$ cat config.mk
export PLATFORM = sky130hd
export DESIGN_NAME = uncached_store_issue
export DESIGN_NICKNAME = d
export VERILOG_FILES = /design/src/rtl/uncached_store_issue_pkg.sv /design/src/rtl/uncached_store_issue.sv
export SDC_FILE = /design/constraint.sdc
export NUM_CORES = 1
export LEC_CHECK = 0
export ABC_AREA = 1
export CAP_MARGIN = 5
export CORE_MARGIN = 5
export CORE_UTILIZATION = 40
export DETAILED_ROUTE_END_ITERATION = 7
export GPL_TIMING_DRIVEN = 0
export PLACE_DENSITY_LB_ADDON = 0.1
export SLEW_MARGIN = 20
export SYNTH_ARGS = -nofsm -noshare
export SYNTH_HDL_FRONTEND = slang
export SYNTH_SLANG_ARGS = --single-unit
$ cat constraint.sdc
create_clock -name i_clk -period 1.4 [get_ports i_clk]
set_clock_uncertainty 0.2 [all_clocks]
set_input_delay 0.28 -clock i_clk [delete_from_list [all_inputs] [get_ports i_clk]]
set_output_delay 0.28 -clock i_clk [all_outputs]
set_load 0.005 [all_outputs]
$ cat src/rtl/uncached_store_issue_pkg.sv
// Shared types for the uncached write path: data word and the write-buffer push request.
package uncached_store_issue_pkg;

    typedef logic [31:0] word;

    typedef struct packed {
        word        addr;
        logic [7:0] len;
        logic [2:0] size;
        logic [3:0] wen;
    } mem_write_req;

endpackage

$ cat src/rtl/uncached_store_issue.sv
// Feeds uncached stores into the write buffer as single-beat pushes and holds uncached
// loads back until every earlier store has its B response (strong MMIO ordering).
module uncached_store_issue
    import uncached_store_issue_pkg::*;
#(
    parameter int MAX_OUTSTANDING = 4,
    parameter int CNT_W           = $clog2(MAX_OUTSTANDING + 1)
) (
    input  logic         i_clk,
    input  logic         i_rst,
    input  logic         i_req_valid,
    output logic         o_req_ready,
    input  logic         i_req_we,
    input  logic [31:0]  i_req_addr,
    input  logic [2:0]   i_req_size,
    input  logic [3:0]   i_req_wstrb,
    input  logic [31:0]  i_req_wdata,
    output logic         o_load_grant,
    output logic [31:0]  o_load_addr,
    output logic [2:0]   o_load_size,
    input  logic         i_load_done,
    output logic         o_sram_we,
    output mem_write_req o_sram_req,
    output logic [31:0]  o_sram_data,
    input  logic         i_sram_full,
    input  logic         i_sram_empty,
    input  logic         i_sram_start,
    input  logic         i_sram_end,
    output logic         o_busy
);

    typedef enum logic [1:0] {
        IDLE,
        DRAIN,
        GRANT
    } state_e;

    localparam logic [CNT_W:0] MAX_C = (CNT_W + 1)'(MAX_OUTSTANDING);

    state_e       state_q, state_d;
    logic [CNT_W-1:0] outstanding_q, outstanding_d;
    logic [CNT_W-1:0] aw_pending_q, aw_pending_d;
    logic         sram_we_q, sram_we_d;
    mem_write_req sram_req_q, sram_req_d;
    word          sram_data_q, sram_data_d;
    word          load_addr_q, load_addr_d;
    logic [2:0]   load_size_q, load_size_d;

    logic [CNT_W:0] in_flight;
    logic           req_ready;
    logic           accept;

    // The push still in flight is counted so the cap holds before the counter catches up.
    assign in_flight = {1'b0, outstanding_q} + (CNT_W + 1)'(sram_we_q);
    assign req_ready = (state_q == IDLE) && !i_sram_full && (in_flight < MAX_C);
    assign accept    = i_req_valid && req_ready;

    always_comb begin
        state_d       = state_q;
        sram_we_d     = 1'b0;
        sram_req_d    = sram_req_q;
        sram_data_d   = sram_data_q;
        load_addr_d   = load_addr_q;
        load_size_d   = load_size_q;

        case (state_q)
            IDLE: begin
                if (accept && i_req_we) begin
                    sram_we_d       = 1'b1;
                    sram_req_d.addr = i_req_addr;
                    sram_req_d.len  = 8'd0;
                    sram_req_d.size = i_req_size;
                    sram_req_d.wen  = i_req_wstrb;
                    sram_data_d     = i_req_wdata;
                end else if (accept) begin
                    load_addr_d = i_req_addr;
                    load_size_d = i_req_size;
                    state_d     = DRAIN;
                end
            end
            DRAIN: begin
                if ((outstanding_q == '0) && i_sram_empty && !sram_we_q) begin
                    state_d = GRANT;
                end
            end
            GRANT: begin
                if (i_load_done) begin
                    state_d = IDLE;
                end
            end
            default: state_d = IDLE;
        endcase
    end

    // A push and a B response in the same cycle cancel; an underflowing B is ignored.
    always_comb begin
        outstanding_d = outstanding_q;
        if (sram_we_q && !i_sram_end) begin
            outstanding_d = outstanding_q + CNT_W'(1);
        end else if (!sram_we_q && i_sram_end && (outstanding_q != '0)) begin
            outstanding_d = outstanding_q - CNT_W'(1);
        end
        aw_pending_d = aw_pending_q + CNT_W'(i_sram_start) - CNT_W'(i_sram_end);
    end

    always_ff @(posedge i_clk) begin
        if (i_rst) begin
            state_q       <= IDLE;
            outstanding_q <= '0;
            aw_pending_q  <= '0;
            sram_we_q     <= 1'b0;
            sram_req_q    <= '0;
            sram_data_q   <= '0;
            load_addr_q   <= '0;
            load_size_q   <= '0;
        end else begin
            state_q       <= state_d;
            outstanding_q <= outstanding_d;
            aw_pending_q  <= aw_pending_d;
            sram_we_q     <= sram_we_d;
            sram_req_q    <= sram_req_d;
            sram_data_q   <= sram_data_d;
            load_addr_q   <= load_addr_d;
            load_size_q   <= load_size_d;
        end
    end

    // A B response must never outrun the AW handshakes that preceded it.
    a_start_before_end: assert property (@(posedge i_clk) disable iff (i_rst)
        i_sram_end |-> ((aw_pending_q != '0) || i_sram_start));

    assign o_req_ready  = req_ready;
    assign o_load_grant = (state_q == GRANT);
    assign o_load_addr  = load_addr_q;
    assign o_load_size  = load_size_q;
    assign o_sram_we    = sram_we_q;
    assign o_sram_req   = sram_req_q;
    assign o_sram_data  = sram_data_q;
    assign o_busy       = (state_q != IDLE) || (outstanding_q != '0);

endmodule

Yosys cells after proc, flatten, opt, wreduce, memory -nomap -nowiden:

Index checks and enable logic that the tools add are counted.
W data, S select, Z words.

* shift-type cells: 0
* $mul: 0
* $add $sub $neg: 3
* equality and inequality tests: 6
* divide/modulo/power cells: 0
* magnitude comparators: 1
* bitwise gates (word level): 2
* multiplexer cells: 8
* reduce and logical (&&, ||, !) cells: 22

Operators with widths (count)
* $logic_and A1 B1 Y1: 9
* $mux W2: 4
* $mux W3: 2
* $ne A2 B2 Y1 const B: 3
* $pmux W2 S3: 1
* $add A3 B1 Y4: 1
* $lt A4 B3 Y1 const B: 1
* $reduce_and A4 Y1: 1
* $reduce_bool A2 Y1: 2
* $add A3 B1 Y3 const B: 1
* $logic_not A1 Y1: 3
* $logic_not A3 Y1: 1
* $reduce_and A3 Y1: 1
* $reduce_bool A3 Y1: 1
* $sub A3 B1 Y3 const B: 1
* $eq A2 B1 Y1 const B: 1
* $eq A2 B2 Y1 const B: 1
* $logic_not A2 Y1: 1
* $ne A2 B1 Y1 const B: 1
* $not A1 Y1: 2
* $reduce_and A2 Y1: 1
* $reduce_or A2 Y1: 1
* $logic_or A1 B1 Y1: 1
* $mux W1: 1

* bits in read-only memories: 0
* bits of input ports: 80
* register bits after elaboration: 112
* memories kept: 0
* bits in latches: 0
* output and inout bits: 118
* memory bits (writable): 0
* logic and storage cells: 51

Depth between registers and ports, before layout:

Gate-level depths: netlist (run 1).

* depth in word-level cells: 7
* gate-level depth with buffers: 8
* gate-level depth less buffers: 7

Least setup slack after synthesis (run 1):

OpenSTA, ideal clock, no wires.

* kind: reg2reg
* start: reg sram_we_q (netlist: o_sram_we)
* end: reg outstanding_q[2]
* stages on the path, launching flop included: 6
* path buffers: 0
* clock period less this slack: 1587 ps
* path slack: -187 ps
* arrival time: 1272 ps
* data required time: 1085 ps
* library setup time: 115 ps
* cells stage by stage: dfxtp_1 -> nand2_1 -> fa_1 -> nand3b_1 -> a21oi_1 -> nor2_1

* word-level cells in the longest chain between the ends: 4
* elaborated cells on any way between the ends: 6
* those cells by class: mux (1); reduce/logical (5)

RTL lines
* start, declared: RTL line uncached_store_issue.sv:43 `logic sram_we_q, sram_we_d;`
* start signal, assigned: RTL line uncached_store_issue.sv:120 `sram_we_q <= sram_we_d;`
* $logic_not A1 Y1: RTL line uncached_store_issue.sv:100 `end else if (!sram_we_q && i_sram_end && (outstanding_q != '0)) begin`
* $logic_and A1 B1 Y1 (2 in series): RTL line uncached_store_issue.sv:100
* $reduce_bool A2 Y1 (no line)
* end signal, assigned: RTL line uncached_store_issue.sv:118 `outstanding_q <= outstanding_d;`
* end, declared: RTL line uncached_store_issue.sv:41 `logic [CNT_W-1:0] outstanding_q, outstanding_d;`

Parallel ways exist; a longest one is shown, timed or not.
A chain may end at the register's enable or synchronous reset.

Final worst setup path (run 1):

* start: reg outstanding_q[0]
* end: out o_req_ready

* word-level cells in the longest chain between the ends: 3

RTL lines
* $add A3 B1 Y4: RTL line uncached_store_issue.sv:54 `assign in_flight = {1'b0, outstanding_q} + (CNT_W + 1)'(sram_we_q);`
* $lt A4 B3 Y1: RTL line uncached_store_issue.sv:55 `assign req_ready = (state_q == IDLE) && !i_sram_full && (in_flight < MAX_C);`
* $logic_and A1 B1 Y1: RTL line uncached_store_issue.sv:55
* end, declared: RTL line uncached_store_issue.sv:12 `output logic o_req_ready,`

Every way passes these cells.

==> results of run 1 <==
==> layer usage <==
| layer | vias up | track usage (%) | share of wire (%) |
|---|---|---|---|
| met5 | - | 0 | 0 |
| met4 | 0 | 6.65 | 1.5 |
| met3 | 19 | 5.07 | 6.1 |
| met2 | 135 | 34.4 | 47 |
| met1 | 2386 | 26.6 | 45 |
| li1 | 2723 | - | - |
==> registers in the layout, indices dropped and copies added, names as in the netlist <==
name,cells
state_q,2
o_sram_we,1
o_sram_req,39
o_load_size,3
outstanding_q,3
o_sram_data,32
o_load_addr,32
==> worst max-delay path by stage <==
stage                                 from  cells past startpoint  slack, ns              end
after detailed placement       i_sram_full                      6      -1.17      o_req_ready
final                     outstanding_q[0]                      5      -0.29      o_req_ready
after CTS                       state_q[0]                      9      -0.31  o_load_addr[29]
after floorplan           outstanding_q[2]                      8      -0.04   o_sram_data[6]
after global routing      outstanding_q[2]                      9      -0.35  o_load_addr[28]
after global placement         i_sram_full                      6      -1.11      o_req_ready
==> what timing repair did <==
item	4_1_cts	5_1_grt
endpoints found under the setup margin	220	165
cloned	5	2
setup buffers	14	5
pin swaps	10	20
gates resized for setup	332	83
hold buffers	0	0
==> layout make-up <==
type	instances	area [µm²]
flip-flops and latches	112	2360
inverters	80	300
well taps	172	215
fillers	1131	4620
clock inverters	6	111
plain buffers	65	439
multi-input cells	472	2210
repair buffers	210	1960
clock buffers	10	250
==> metrics by stage <==
stage               setup TNS, ns  power, W
global route               -32.93   0.00941
detailed placement         -80.57   0.00582
floorplan                  -0.844   0.00478
CTS                        -25.64   0.00892
global placement           -78.05   0.00578
finish                     -21.91   0.00895
==> worst max-delay path: stages, from the launching register on <==
cell	delay [ns]
dfxtp_4	0.38
nand2_2	0.07
nor2_4	0.13
nor2_4	0.06
buf_6	0.12
buf_6	0.10
==> placed cells by master, fill, tap and decap left out, types with 2 or more instances in the layout <==
cell / count
nor2_1: 216
nand2_1: 111
nand4_1: 107
dfxtp_2: 86
inv_1: 77
clkdlybuf4s50_1: 75
clkdlybuf4s15_1: 68
clkbuf_2: 30
buf_6: 25
buf_4: 25
dfxtp_1: 23
buf_2: 16
buf_1: 13
clkbuf_16: 11
clkbuf_1: 8
conb_1: 8
nor2_4: 7
clkdlybuf4s15_2: 6
nand3_1: 4
inv_2: 3
nand2_2: 3
nand3_2: 3
clkbuf_4: 3
bufinv_16: 3
dfxtp_4: 3
buf_8: 2
a21oi_2: 2
a21oi_1: 2
nor3_1: 2
==> power by group <==
group | internal, W | switching, W | leakage [nW] | total, W
logic | 0.00109 | 0.00115 | 2.52 | 0.00224
clock network | 0.00186 | 0.00118 | 0.174 | 0.00304
registers | 0.00350 | 0.000166 | 0.954 | 0.00366
==> cells by family (layout without fill, tap and decap cells) <==
logic type	Yosys count	in the layout	synth area share [%]
and+or+nand+nor	456	457	40.8
buffers and inverters	145	371	13.6
DFF	112	112	44.5
AOI/OAI and AO/OA	6	6	0.695
adders and majority gates	1	1	0.397
other	1	8	0.0744
==> results.json, run 1 <==
{
  "outcome": "finished, violations left",
  "violations": "setup timing",
  "cp_data_required_time_ns": 0.92,
  "crit_arrival_ns": 1.21,
  "synth-async-reset-ratio_pct": 0,
  "layout_setup_ws_ns": -0.289,
  "r2r-end": "o_sram_req[5]",
  "nNetsFinal": 1031,
  "finalHoldViolations": 0,
  "cts_buffers": 9,
  "timing.hold.ws_ns": 0.180,
  "worstReg2RegStart": "outstanding_q[2]",
  "drive_above_1_share_pct": 24.8,
  "via_count": 5263,
  "reg2reg_slack_ns": -0.23,
  "placed_area_um2": 7150,
  "min_from": "i_req_we",
  "fin_util_pct": 63.0,
  "postSynthAreaPerCell_um2": 6.99,
  "cts_tree": "yes",
  "dp_cells": 1086,
  "cts_root_buffer": "clkbuf_16",
  "yosysMostFrequentCell": "nor2_1",
  "io_pins": 198,
  "grt_pass1_vias": 5128,
  "routedWlPerCell_um": 13.9,
  "ys_types": 22,
  "yosys_register_bits": 112,
  "track_usage_pct": 20.7,
  "netlist.area_leader.share_pct": 44.5,
  "clk-insertion-delay-late_ns": 0.34,
  "drt_first_pass_iters": 4,
  "pre_cts_ws_ns": -1.17,
  "synth.cell_area_um2": 5040,
  "drt-total-wl_um": 15600,
  "cts.sinks": 112,
  "peakVddDrop_mv": 0.596,
  "report.final.slew_viol_count": 0,
  "place_congestion": 0.820,
  "whs_endpoint": "o_sram_data[15]",
  "start_kind": "flop",
  "start_util_pct": 40.4,
  "setup_viol": 113,
  "synth_edf_count": 0,
  "dieWidth_um": 122,
  "antenna_found_initial": 0,
  "crit_type": "reg2out",
  "cap_violations": 0,
  "ys_top_cells_by_area": "dfxtp_1 (44%), nor2_1 (16%), nand4_1 (13%)",
  "powerDensity_nw_per_um2": 1140,
  "num_rows": 41,
  "finalCritPeriodShare_pct": 121,
  "cts_max_level": 3,
  "period_minus_slack_ns": 1.69,
  "die_area_um2": 14900,
  "ys.flop_type": "dfxtp_1",
  "overflow": 0,
  "synth.yosys.seq_area_share_pct": 44.5,
  "grt_setup_unrepaired": "yes",
  "clk_pin_slew_ns": 0.07,
  "grt_pass1_wl_um": 24900,
  "yosysWarnings": 0,
  "die_h_um": 122,
  "final_area_um2": 7850,
  "hold_path.class": "in2reg",
  "numPortBuffers": 186,
  "synth_top_cell_by_area": "dfxtp_1",
  "tightest_slew_ns": 0.547,
  "diodes": 0,
  "final_cells": 1127,
  "r2r_cells": 7,
  "yosys-top-cells-count": "nor2_1 (217), nand2_1 (115), dfxtp_1 (112), nand4_1 (107), inv_1 (80)",
  "cts_buffer_depth": 2,
  "viasPerCell": 4.67,
  "grt_max_degree": 19,
  "syn2layout_area_growth_pct": 55.7,
  "worstSetupEndpointType": "output port",
  "hold_depth": 4,
  "route.detailed.drc": 0,
  "drtAntennaViolNets": 0,
  "synth_cells": 721,
  "max_freq_mhz": 592,
  "slew-limit-headroom_pct": 63.6,
  "power_leakage_nw": 3.65,
  "hpwl_um": 11500,
  "core_um2": 12500,
  "cp_max_fo": 4,
  "drt-initial-drc-count": 322
}
No activity file was read; power rests on OpenSTA's default activity.
==> run 2, diff against run 1 <==
Settings changed: SLEW_MARGIN 20 to 30.
==> results of run 2 <==
The final DEF is identical to that of run 1; final timing and power are the same.
==> run 3, diff against run 2 <==
--- a/constraint.sdc
+++ b/constraint.sdc
@@ -3,3 +3,3 @@
 set_input_delay 0.28 -clock i_clk [delete_from_list [all_inputs] [get_ports i_clk]]
 set_output_delay 0.28 -clock i_clk [all_outputs]
-set_load 0.005 [all_outputs]
+set_load 0.05 [all_outputs]
==> results.json, run 3 (synthesis gave the netlist of run 1 again) <==
{
  "outcome": "finished, violations left",
  "violations": "setup timing",
  "timing.critical_path.buf_inv": 5,
  "period_minus_slack_ns": 1.75,
  "antenna_found_initial": 0,
  "cts_tree": "yes",
  "final_common_cell": "nor2_1",
  "grt_pass1_wl_um": 24900,
  "r2r-end": "o_sram_req[27]",
  "cts_root_buffer": "clkbuf_16",
  "drive_above_1_share_pct": 33.1,
  "drtAntennaViolNets": 0,
  "dieWidth_um": 122,
  "crit_type": "reg2reg",
  "setup_viol": 113,
  "core_um2": 12500,
  "min_from": "i_req_we",
  "num_rows": 41,
  "cts_max_level": 3,
  "die_area_um2": 14900,
  "reg2reg_slack_ns": -0.35,
  "critPathSlowestCell": "dfxtp_2",
  "largest_reg_flops": 39,
  "grt_setup_unrepaired": "yes",
  "finalCritPeriodShare_pct": 125,
  "slew-limit-headroom_pct": 63.4,
  "syn2layout_area_growth_pct": 66.8,
  "peakVddDrop_mv": 0.874,
  "cp_common_cell": "buf_6",
  "clk_pin_slew_ns": 0.07,
  "cts.sinks": 112,
  "track_usage_pct": 21.2,
  "max_freq_mhz": 571,
  "cap_violations": 0,
  "finalHoldViolations": 0,
  "die_h_um": 122,
  "n_fill_cell": 1082,
  "crit_arrival_ns": 1.84,
  "drt-initial-drc-count": 278,
  "clk-insertion-delay-late_ns": 0.36,
  "finalPower_w": 0.00994,
  "start_kind": "flop",
  "fin_util_pct": 67.4,
  "hold_path.class": "in2reg",
  "via_count": 5408,
  "viasPerCell": 4.75,
  "cp_data_required_time_ns": 1.49,
  "overflow": 0,
  "cts_buffer_depth": 2,
  "start_util_pct": 40.4,
  "grt_pass1_vias": 5118,
  "drt-total-wl_um": 16500,
  "diodes": 0,
  "crit_chain": "nor2_4 > buf_6 > buf_6 > nand4_4 > nor2_8 > buf_12 > buf_6 > buf_6 > nor2_1 > nor2_1",
  "cp_max_fo": 5,
  "routedWlPerCell_um": 14.5,
  "worstReg2RegStart": "outstanding_q[2]",
  "power_leakage_nw": 3.94,
  "drt_first_pass_iters": 5,
  "io_pins": 198,
  "slowest_delay_ns": 0.33,
  "hold_depth": 4,
  "powerDensity_nw_per_um2": 1180,
  "route.detailed.drc": 0,
  "layout_setup_ws_ns": -0.352,
  "numPortBuffers": 186,
  "r2r_cells": 10,
  "report.final.slew_viol_count": 0,
  "place_congestion": 0.812,
  "nNetsFinal": 1042,
  "cts_buffers": 9,
  "whs_endpoint": "o_sram_data[15]",
  "grt_max_degree": 17,
  "hpwl_um": 11600,
  "final_cell_mix": "nor2_1 (194), buf_6 (124), nand2_1 (111), nand4_1 (107), inv_1 (77)",
  "worstSetupEndpointType": "flop",
  "tightest_slew_ns": 0.550,
  "cpLargestDelayFamily": "simple AND/OR/NAND/NOR gates"
}
==> run 3: cell types whose count changed in the layout (fill, tap and decap cells not counted), sizes merged <==
cell,change
buf,+113
bufbuf,+2
bufinv,-3
clkbuf,-26
clkdlybuf4s15,-74
clkinv,+1
dlymetal6s2s,-1
inv,-1
==> run 3: where the power goes <==
group,internal (W),switching (W)
sequential,0.00350,0.000226
combinational,0.00164,0.00217
clock,0.00125,0.00115
==> run 3: worst max path at each step <==
| stage | start | endpoint | slack (ns) | cells after the start |
|---|---|---|---|---|
| 2_1_floorplan | o_sram_we | outstanding_q[2] | -0.14 | 5 |
| 3_3_place_gp | i_sram_full | o_req_ready | -1.34 | 6 |
| 3_5_place_dp | i_sram_full | o_req_ready | -1.35 | 6 |
| 4_1_cts | state_q[0] | o_req_ready | -0.38 | 5 |
| 5_1_grt | outstanding_q[2] | o_sram_req[27] | -0.43 | 10 |
| 6_report | outstanding_q[2] | o_sram_req[27] | -0.35 | 10 |
==> run 3: cell type report <==
| type | count | area (µm²) | share of cell area, % |
|---|---|---|---|
| repair buffers | 221 | 2480 | 29.5 |
| flip-flops and latches | 112 | 2350 | 27.9 |
| multi-input cells | 472 | 2270 | 27.1 |
| plain buffers | 65 | 524 | 6.24 |
| inverters | 80 | 300 | 3.57 |
| clock buffers | 13 | 250 | 2.98 |
| well taps | 172 | 215 | 2.56 |
| clock inverters | 3 | 17.5 | 0.208 |
==> run 3: routing by layer <==
layer	GRT usage [%]	routed length, µm	vias to the layer above
li1	-	-	2749
met1	25.0	6770	2495
met2	36.5	8320	150
met3	7.56	1240	14
met4	5.60	125	0
met5	0	0	-
==> run 3: through the flow <==
step / setup TNS [ns] / hold WS [ns] / area, µm² / setup slack (ns) / cells
finish: -29.39 / 0.165 / 8400 / -0.352 / 1138
floorplan: -7.60 / 0.142 / 5120 / -0.140 / 728
detailed placement: -103.79 / 0.270 / 7200 / -1.35 / 1086
global placement: -101.95 / 0.263 / 7200 / -1.34 / 1086
CTS: -29.60 / 0.174 / 7890 / -0.381 / 1132
global route: -38.98 / 0.207 / 8400 / -0.428 / 1138
==> run 3: timing repair <==
action	4_1_cts	5_1_grt
resized for setup	773	177
hold buffers	0	0
setup buffers	21	4
cloned	9	2
endpoints found under the setup margin	220	207
pin swaps	50	21
==> run 3: worst register-to-register path, delay by kind of cell, from the launching register on <==
kind / cells / cell delay, ns
buffers and inverters: 5 / 0.53
and+or+nand+nor: 5 / 0.61
DFF: 1 / 0.33
